File: src/rtl/temp_conv_pkg.sv
// Shared definitions for the temperature converter blocks.
//   scale_e         : source/target scale encoding (C, F, K, invalid)
//   revconv_state_e : reverse-converter FSM states
//   K_OFF_DEF/F_OFF_DEF : default scale offsets; DIV5 : divisor for the F path
package temp_conv_pkg;

  typedef enum logic [1:0] {
    SCALE_C   = 2'b00,
    SCALE_F   = 2'b01,
    SCALE_K   = 2'b10,
    SCALE_INV = 2'b11
  } scale_e;

  typedef enum logic [1:0] {
    IDLE = 2'b00,
    SUB  = 2'b01,
    DIV  = 2'b10,
    DONE = 2'b11
  } revconv_state_e;

  localparam int unsigned K_OFF_DEF = 3;
  localparam int unsigned F_OFF_DEF = 2;
  localparam int unsigned DIV5      = 5;

endpackage

File: src/rtl/seq_div5.sv
// Sequential divide-by-5 by repeated subtraction, one subtraction per clock.
// Ports:
//   clk      in  : clock, rising edge
//   clr      in  : synchronous active-high reset
//   start    in  : load dividend, clear quotient, begin dividing
//   dividend in  : QW+3-bit unsigned dividend
//   busy     out : another subtraction is still pending; low in the final division cycle
//   q        out : quotient so far (final once busy is low)
//   ovf      out : quotient would exceed QW bits; valid in the final division cycle
// busy/ovf are combinational on the current remainder so the owner can leave its wait state
// on the very edge that ends the division, without a trailing idle cycle.
module seq_div5
  import temp_conv_pkg::*;
#(
  parameter int unsigned QW = 4
) (
  input  logic          clk,
  input  logic          clr,
  input  logic          start,
  input  logic [QW+2:0] dividend,
  output logic          busy,
  output logic [QW-1:0] q,
  output logic          ovf
);

  localparam int unsigned RW = QW + 3;
  localparam logic [RW-1:0] Divisor = RW'(DIV5);

  logic [RW-1:0] rem_q, rem_d;
  logic [QW-1:0] q_q, q_d;
  logic          run_q, run_d;
  logic          can_sub;
  logic          q_max;

  always_comb begin
    can_sub = (rem_q >= Divisor);
    q_max   = &q_q;
    busy    = run_q && can_sub && !q_max;
    // A further subtraction with the quotient already all-ones would wrap it.
    ovf     = run_q && can_sub && q_max;
    q       = q_q;

    rem_d = rem_q;
    q_d   = q_q;
    run_d = run_q;
    if (start) begin
      rem_d = dividend;
      q_d   = '0;
      run_d = 1'b1;
    end else if (busy) begin
      rem_d = rem_q - Divisor;
      q_d   = q_q + 1'b1;
    end else begin
      run_d = 1'b0;
    end
  end

  always_ff @(posedge clk) begin
    if (clr) begin
      rem_q <= '0;
      q_q   <= '0;
      run_q <= 1'b0;
    end else begin
      rem_q <= rem_d;
      q_q   <= q_d;
      run_q <= run_d;
    end
  end

endmodule

File: src/rtl/temp_reverse_converter.sv
// Reverse temperature converter: reading in C, F or K back to Celsius.
//   C -> C : X
//   K -> C : X - K_OFFSET
//   F -> C : floor((X - F_OFFSET) * 8 / 5), division done sequentially by seq_div5
// Load/start handshake; a multi-cycle FSM (IDLE -> SUB -> [DIV...] -> DONE -> IDLE).
// Ports:
//   clk   in  : clock, rising edge
//   clr   in  : synchronous active-high reset; aborts any conversion in flight
//   X     in  : input temperature (WIDTH bits)
//   sel   in  : source scale 00=C 01=F 10=K 11=invalid
//   ld    in  : capture X/sel into operand registers (IDLE only)
//   st    in  : start a conversion of the captured operands (IDLE only)
//   c_out out : Celsius result, held until the next conversion completes or clr
//   busy  out : high in every state except IDLE
//   done  out : one-cycle pulse when c_out/err become valid
//   err   out : underflow, overflow or invalid scale on the last conversion
// Configuration macro: REVCONV_ROUND_EN -- F path rounds to nearest instead of flooring.
module temp_reverse_converter
  import temp_conv_pkg::*;
#(
  parameter int unsigned WIDTH    = 4,
  parameter int unsigned K_OFFSET = K_OFF_DEF,
  parameter int unsigned F_OFFSET = F_OFF_DEF
) (
  input  logic             clk,
  input  logic             clr,
  input  logic [WIDTH-1:0] X,
  input  logic [1:0]       sel,
  input  logic             ld,
  input  logic             st,
  output logic [WIDTH-1:0] c_out,
  output logic             busy,
  output logic             done,
  output logic             err
);

  localparam int unsigned RW = WIDTH + 3;
  localparam logic [WIDTH-1:0] KOff = WIDTH'(K_OFFSET);
  localparam logic [WIDTH-1:0] FOff = WIDTH'(F_OFFSET);

  revconv_state_e   state_q, state_d;
  logic [WIDTH-1:0] op_x_q, op_x_d;
  scale_e           op_sel_q, op_sel_d;
  logic [WIDTH-1:0] c_out_q, c_out_d;
  logic             err_q, err_d;

  logic [WIDTH-1:0] offset;
  logic [WIDTH-1:0] diff;
  logic             underflow;

  logic             div_start;
  logic [RW-1:0]    div_dividend;
  logic             div_busy;
  logic [WIDTH-1:0] div_q;
  logic             div_ovf;

  // Offset stage, evaluated on the captured operands.
  always_comb begin
    unique case (op_sel_q)
      SCALE_C:   offset = '0;
      SCALE_F:   offset = FOff;
      SCALE_K:   offset = KOff;
      SCALE_INV: offset = '0;
      default:   offset = '0;
    endcase
    underflow = (op_x_q < offset);
    diff      = op_x_q - offset;
`ifdef REVCONV_ROUND_EN
    // +2 before dividing by 5 turns floor(diff*8/5) into a round-to-nearest of diff*1.6.
    div_dividend = {diff, 3'b000} + RW'(2);
`else
    div_dividend = {diff, 3'b000};
`endif
  end

  always_comb begin
    state_d   = state_q;
    op_x_d    = op_x_q;
    op_sel_d  = op_sel_q;
    c_out_d   = c_out_q;
    err_d     = err_q;
    div_start = 1'b0;

    case (state_q)
      IDLE: begin
        if (ld) begin
          op_x_d   = X;
          op_sel_d = scale_e'(sel);
        end
        // With ld and st together, SUB sees the operands loaded on this same edge.
        if (st) begin
          state_d = SUB;
        end
      end

      SUB: begin
        if (op_sel_q == SCALE_INV || underflow) begin
          c_out_d = '0;
          err_d   = 1'b1;
          state_d = DONE;
        end else if (op_sel_q == SCALE_F) begin
          div_start = 1'b1;
          state_d   = DIV;
        end else begin
          c_out_d = diff;
          err_d   = 1'b0;
          state_d = DONE;
        end
      end

      DIV: begin
        if (!div_busy) begin
          c_out_d = div_ovf ? '1 : div_q;
          err_d   = div_ovf;
          state_d = DONE;
        end
      end

      DONE: begin
        state_d = IDLE;
      end

      default: begin
        state_d = IDLE;
      end
    endcase
  end

  always_ff @(posedge clk) begin
    if (clr) begin
      state_q  <= IDLE;
      op_x_q   <= '0;
      op_sel_q <= SCALE_C;
      c_out_q  <= '0;
      err_q    <= 1'b0;
    end else begin
      state_q  <= state_d;
      op_x_q   <= op_x_d;
      op_sel_q <= op_sel_d;
      c_out_q  <= c_out_d;
      err_q    <= err_d;
    end
  end

  seq_div5 #(
    .QW (WIDTH)
  ) u_div (
    .clk      (clk),
    .clr      (clr),
    .start    (div_start),
    .dividend (div_dividend),
    .busy     (div_busy),
    .q        (div_q),
    .ovf      (div_ovf)
  );

  always_comb begin
    c_out = c_out_q;
    err   = err_q;
    busy  = (state_q != IDLE);
    done  = (state_q == DONE);
  end

endmodule

File: config.mk
export PLATFORM = sky130hd
export DESIGN_NAME = temp_reverse_converter
export DESIGN_NICKNAME = d
export VERILOG_FILES = /design/src/rtl/temp_conv_pkg.sv /design/src/rtl/seq_div5.sv /design/src/rtl/temp_reverse_converter.sv
export SDC_FILE = /design/constraint.sdc
export NUM_CORES = 1
export LEC_CHECK = 0
export ABC_AREA = 1
export BUFFER_PORTS_ARGS = -buffer_cell sky130_fd_sc_hd__buf_2
export CAP_MARGIN = 25
export CORE_MARGIN = 2
export CORE_UTILIZATION = 40
export DETAILED_ROUTE_END_ITERATION = 8
export GPL_TIMING_DRIVEN = 1
export SLEW_MARGIN = 20
export SYNTH_ARGS = -nofsm -noshare
export SYNTH_HDL_FRONTEND = slang
export SYNTH_SLANG_ARGS = --single-unit
File: constraint.sdc
create_clock -name clk -period 2.3 [get_ports clk]
set_input_delay 0.69 -clock clk [delete_from_list [all_inputs] [get_ports clk]]
set_output_delay 0.69 -clock clk [all_outputs]
set_load 0.02 [all_outputs]
==> results.cfg <==
[synth]
syn_nets = 234
synth_warnings = 0
synthCells = 210
ys_seq_area_share_pct = 32.2
yosys.cell_types.count = 32
syn_avg_cell_area_sq_um = 7.39
synth_top_area_share_pct = 32.2
ys_ff_latch = 25
synth.largest_area_cell = dfxtp_1
synth_area_sq_um = 1550
ys_top_cells_by_area = dfxtp_1 (32%), ha_1 (10%), nand2_1 (8.5%)

[placement]
post-dp-hpwl_um = 2380
gp_congestion = 0.823
port_buffers = 16

[cts]
cts-htree-levels = 1
clockRootBuffer = clkbuf_8
cts.hold.buffers_added = 0
cts.sinks = 25
worstSkewPairLatency_ps = 270
cts.repair.resized = 0
cts_buffers = 3
clock_tree.buffer_depth = 2
cts_tree = done
post_cts_buffers = 0
clk_pin_slew_worst_paths_ps = 90

[power_and_ir_drop]
comb_power_share_pct = 52.1
power_switching_share_pct = 43.4
power_frac_seq_pct = 32.9
clock_power_share_pct = 15.0
p_int_w = 0.00100
max-vdd-ir-drop_mv = 0.645
p_switching_w = 0.000767
powerDensity_nw_per_um2 = 1020
power_leakage_nw = 0.772
finalPower_w = 0.00177

[routing]
routedWlPerCell_um = 10.8
drc = 0
drtIter0Drc = 73
ant_nets = 0
vias = 1304
avgViaCountPerCell = 4.71
drtPass1Iterations = 5
wl_um = 3000

[floorplanning]
ios = 17
dieArea_sq_um = 4400
die_h_um = 66.3
rows = 22
core_sq_um = 3690
fp.dieW_um = 66.3
initial_utilization_pct = 42.1

[cells_and_area]
layout-drive-gt1-share_pct = 17.0
diodes = 0
fin_nets = 254
fill_cells = 406
layout_common_cells = nand2_1 (35), inv_1 (33), nor2_1 (26), dfxtp_1 (25), a21oi_1 (19)
layout_commonest_cell = nand2_1
multi_input_area_sq_um = 901
regArea_sq_um = 500
syn2layout_area_growth_pct = 11.6

[critical_path]
r2r_cells = 13
critPathMaxStageDelay_ps = 410
cp_max_fo = 10
worst-path-buf-inv = 3
crit_type = reg -> reg
crit_cells = 13
cp-end-kind = register
crit_chain = inv_1, ha_1, ha_1, fa_1, nand3_2, nand4_4, nand2_1, inv_1, nand2_4, inv_2, nand2_1, nand2_1, nor2_1
start_kind = register
slowest_stage = fa_1
arrival_ps = 2310
critPathTopFamily = adder cells
r2r_slack_ps = 200
path_common_cell = nand2_1
crit_required_ps = 2510

[timing]
period_minus_slack_ps = 2100
slew_viol_final = 0
fin_worst_skew_ps = 5.95
relSlewSlack_pct = 75.8
max_freq_mhz = 476
rsz0062_at_grt = no
worst_slew_pin_slew_ps = 362
tns_ps = 0
finalSetupViolCount = 0
hold_violations = 0
period_share_pct = 91.3

[worst_hold_path]
min_path_cells = 2
worstHoldPathType = reg -> reg

[status]
status = completed

[job]
drv_cap = 0

[grt]
grt_first_pass_wirelength_um = 5150
grt_pass1_vias = 1189
grt_antenna_before_repair = 0
grt_max_degree = 16
overflow = 0
grt_use_total_pct = 15.1
[per-stage QoR]
stage	hold WS (ps)	instances	utilization (%)	setup WS [ps]	area [sq um]
2_1_floorplan	435	210	-	360	1550
3_3_place_gp	460	273	45.8	246	1690
3_5_place_dp	470	273	45.8	195	1690
4_1_cts	487	277	47.0	182	1730
5_1_grt	511	277	47.0	27.5	1730
6_report	477	277	47.0	200	1730
[flip-flops by register name, indices dropped and copies added (netlist names)]
signal	flops
state_q	2
op_sel_q	2
u_div.run_q	1
u_div.q	4
op_x_q	4
err	1
u_div.rem_q	7
c_out	4
[cell usage after synthesis]
cell type	n
buf_6	1
nor2_2	1
o2111ai_1	1
ha_1	13
nor2_1	26
inv_2	2
clkbuf_1	1
nand4_1	3
nand3_1	9
or2_2	3
a21oi_1	19
nand4_4	2
o21ai_1	4
o211ai_2	1
fa_1	1
nor3b_2	1
or2_0	1
nor2_4	1
nand3b_1	2
nand2_4	2
nor3_2	1
inv_1	33
o22ai_1	1
xor2_1	3
o21a_1	1
buf_2	1
nand3_4	1
nand3_2	2
nand2_1	35
nand2_2	1
o21ai_0	12
dfxtp_1	25
[tightest hold or removal path: cells and delay by family (launching register included)]
kind | cells | cell delay, ps
buffers and inverters | 1 | 70
flip-flops | 1 | 310
AO/OA/AOI/OAI | 1 | 60
[kinds of logic after synthesis]
group	after synthesis	synth area share (%)
flip-flops	25	32.2
adder cells (fa/ha/maj)	14	11.8
XOR/XNOR	3	1.69
AND/OR/NAND/NOR	91	31.0
buffers and inverters	38	9.75
AO/OA/AOI/OAI	39	13.5
[layer usage]
metal  share of wire, %  track usage [%]  vias to the layer above  wire length (um)
met5                  0                0                        -                 0
met4                1.5             5.61                        0                44
met3                2.6             2.39                        4                79
met2                 45             24.5                       17              1350
met1                 51             20.0                      573              1520
li1                   -                -                      710                 -
[power groups by stage]
stage	combinational, W	clock, W	sequential, W
5_1_grt	0.00106	0.000293	0.000593
4_1_cts	0.000934	0.000275	0.000583
6_report	0.000922	0.000266	0.000583
3_3_place_gp	0.000922	0	0.000593
2_1_floorplan	0.000708	0	0.000615
3_5_place_dp	0.000929	0	0.000593
[cell type report]
| type | instances | area share, % |
|---|---|---|
| multi-input cells | 147 | 52.0 |
| flip-flops and latches | 25 | 28.9 |
| inverters | 35 | 7.58 |
| repair buffers | 18 | 5.49 |
| well taps | 48 | 3.47 |
| clock buffers | 4 | 2.60 |
[final timing paths]
check | start | to
max | op_sel_q[0] | c_out[3]
min | op_x_q[0] | op_x_q[0]
max reg2reg | op_sel_q[0] | c_out[3]
min reg2reg | op_x_q[0] | op_x_q[0]
(Power assumes the default switching activity.)
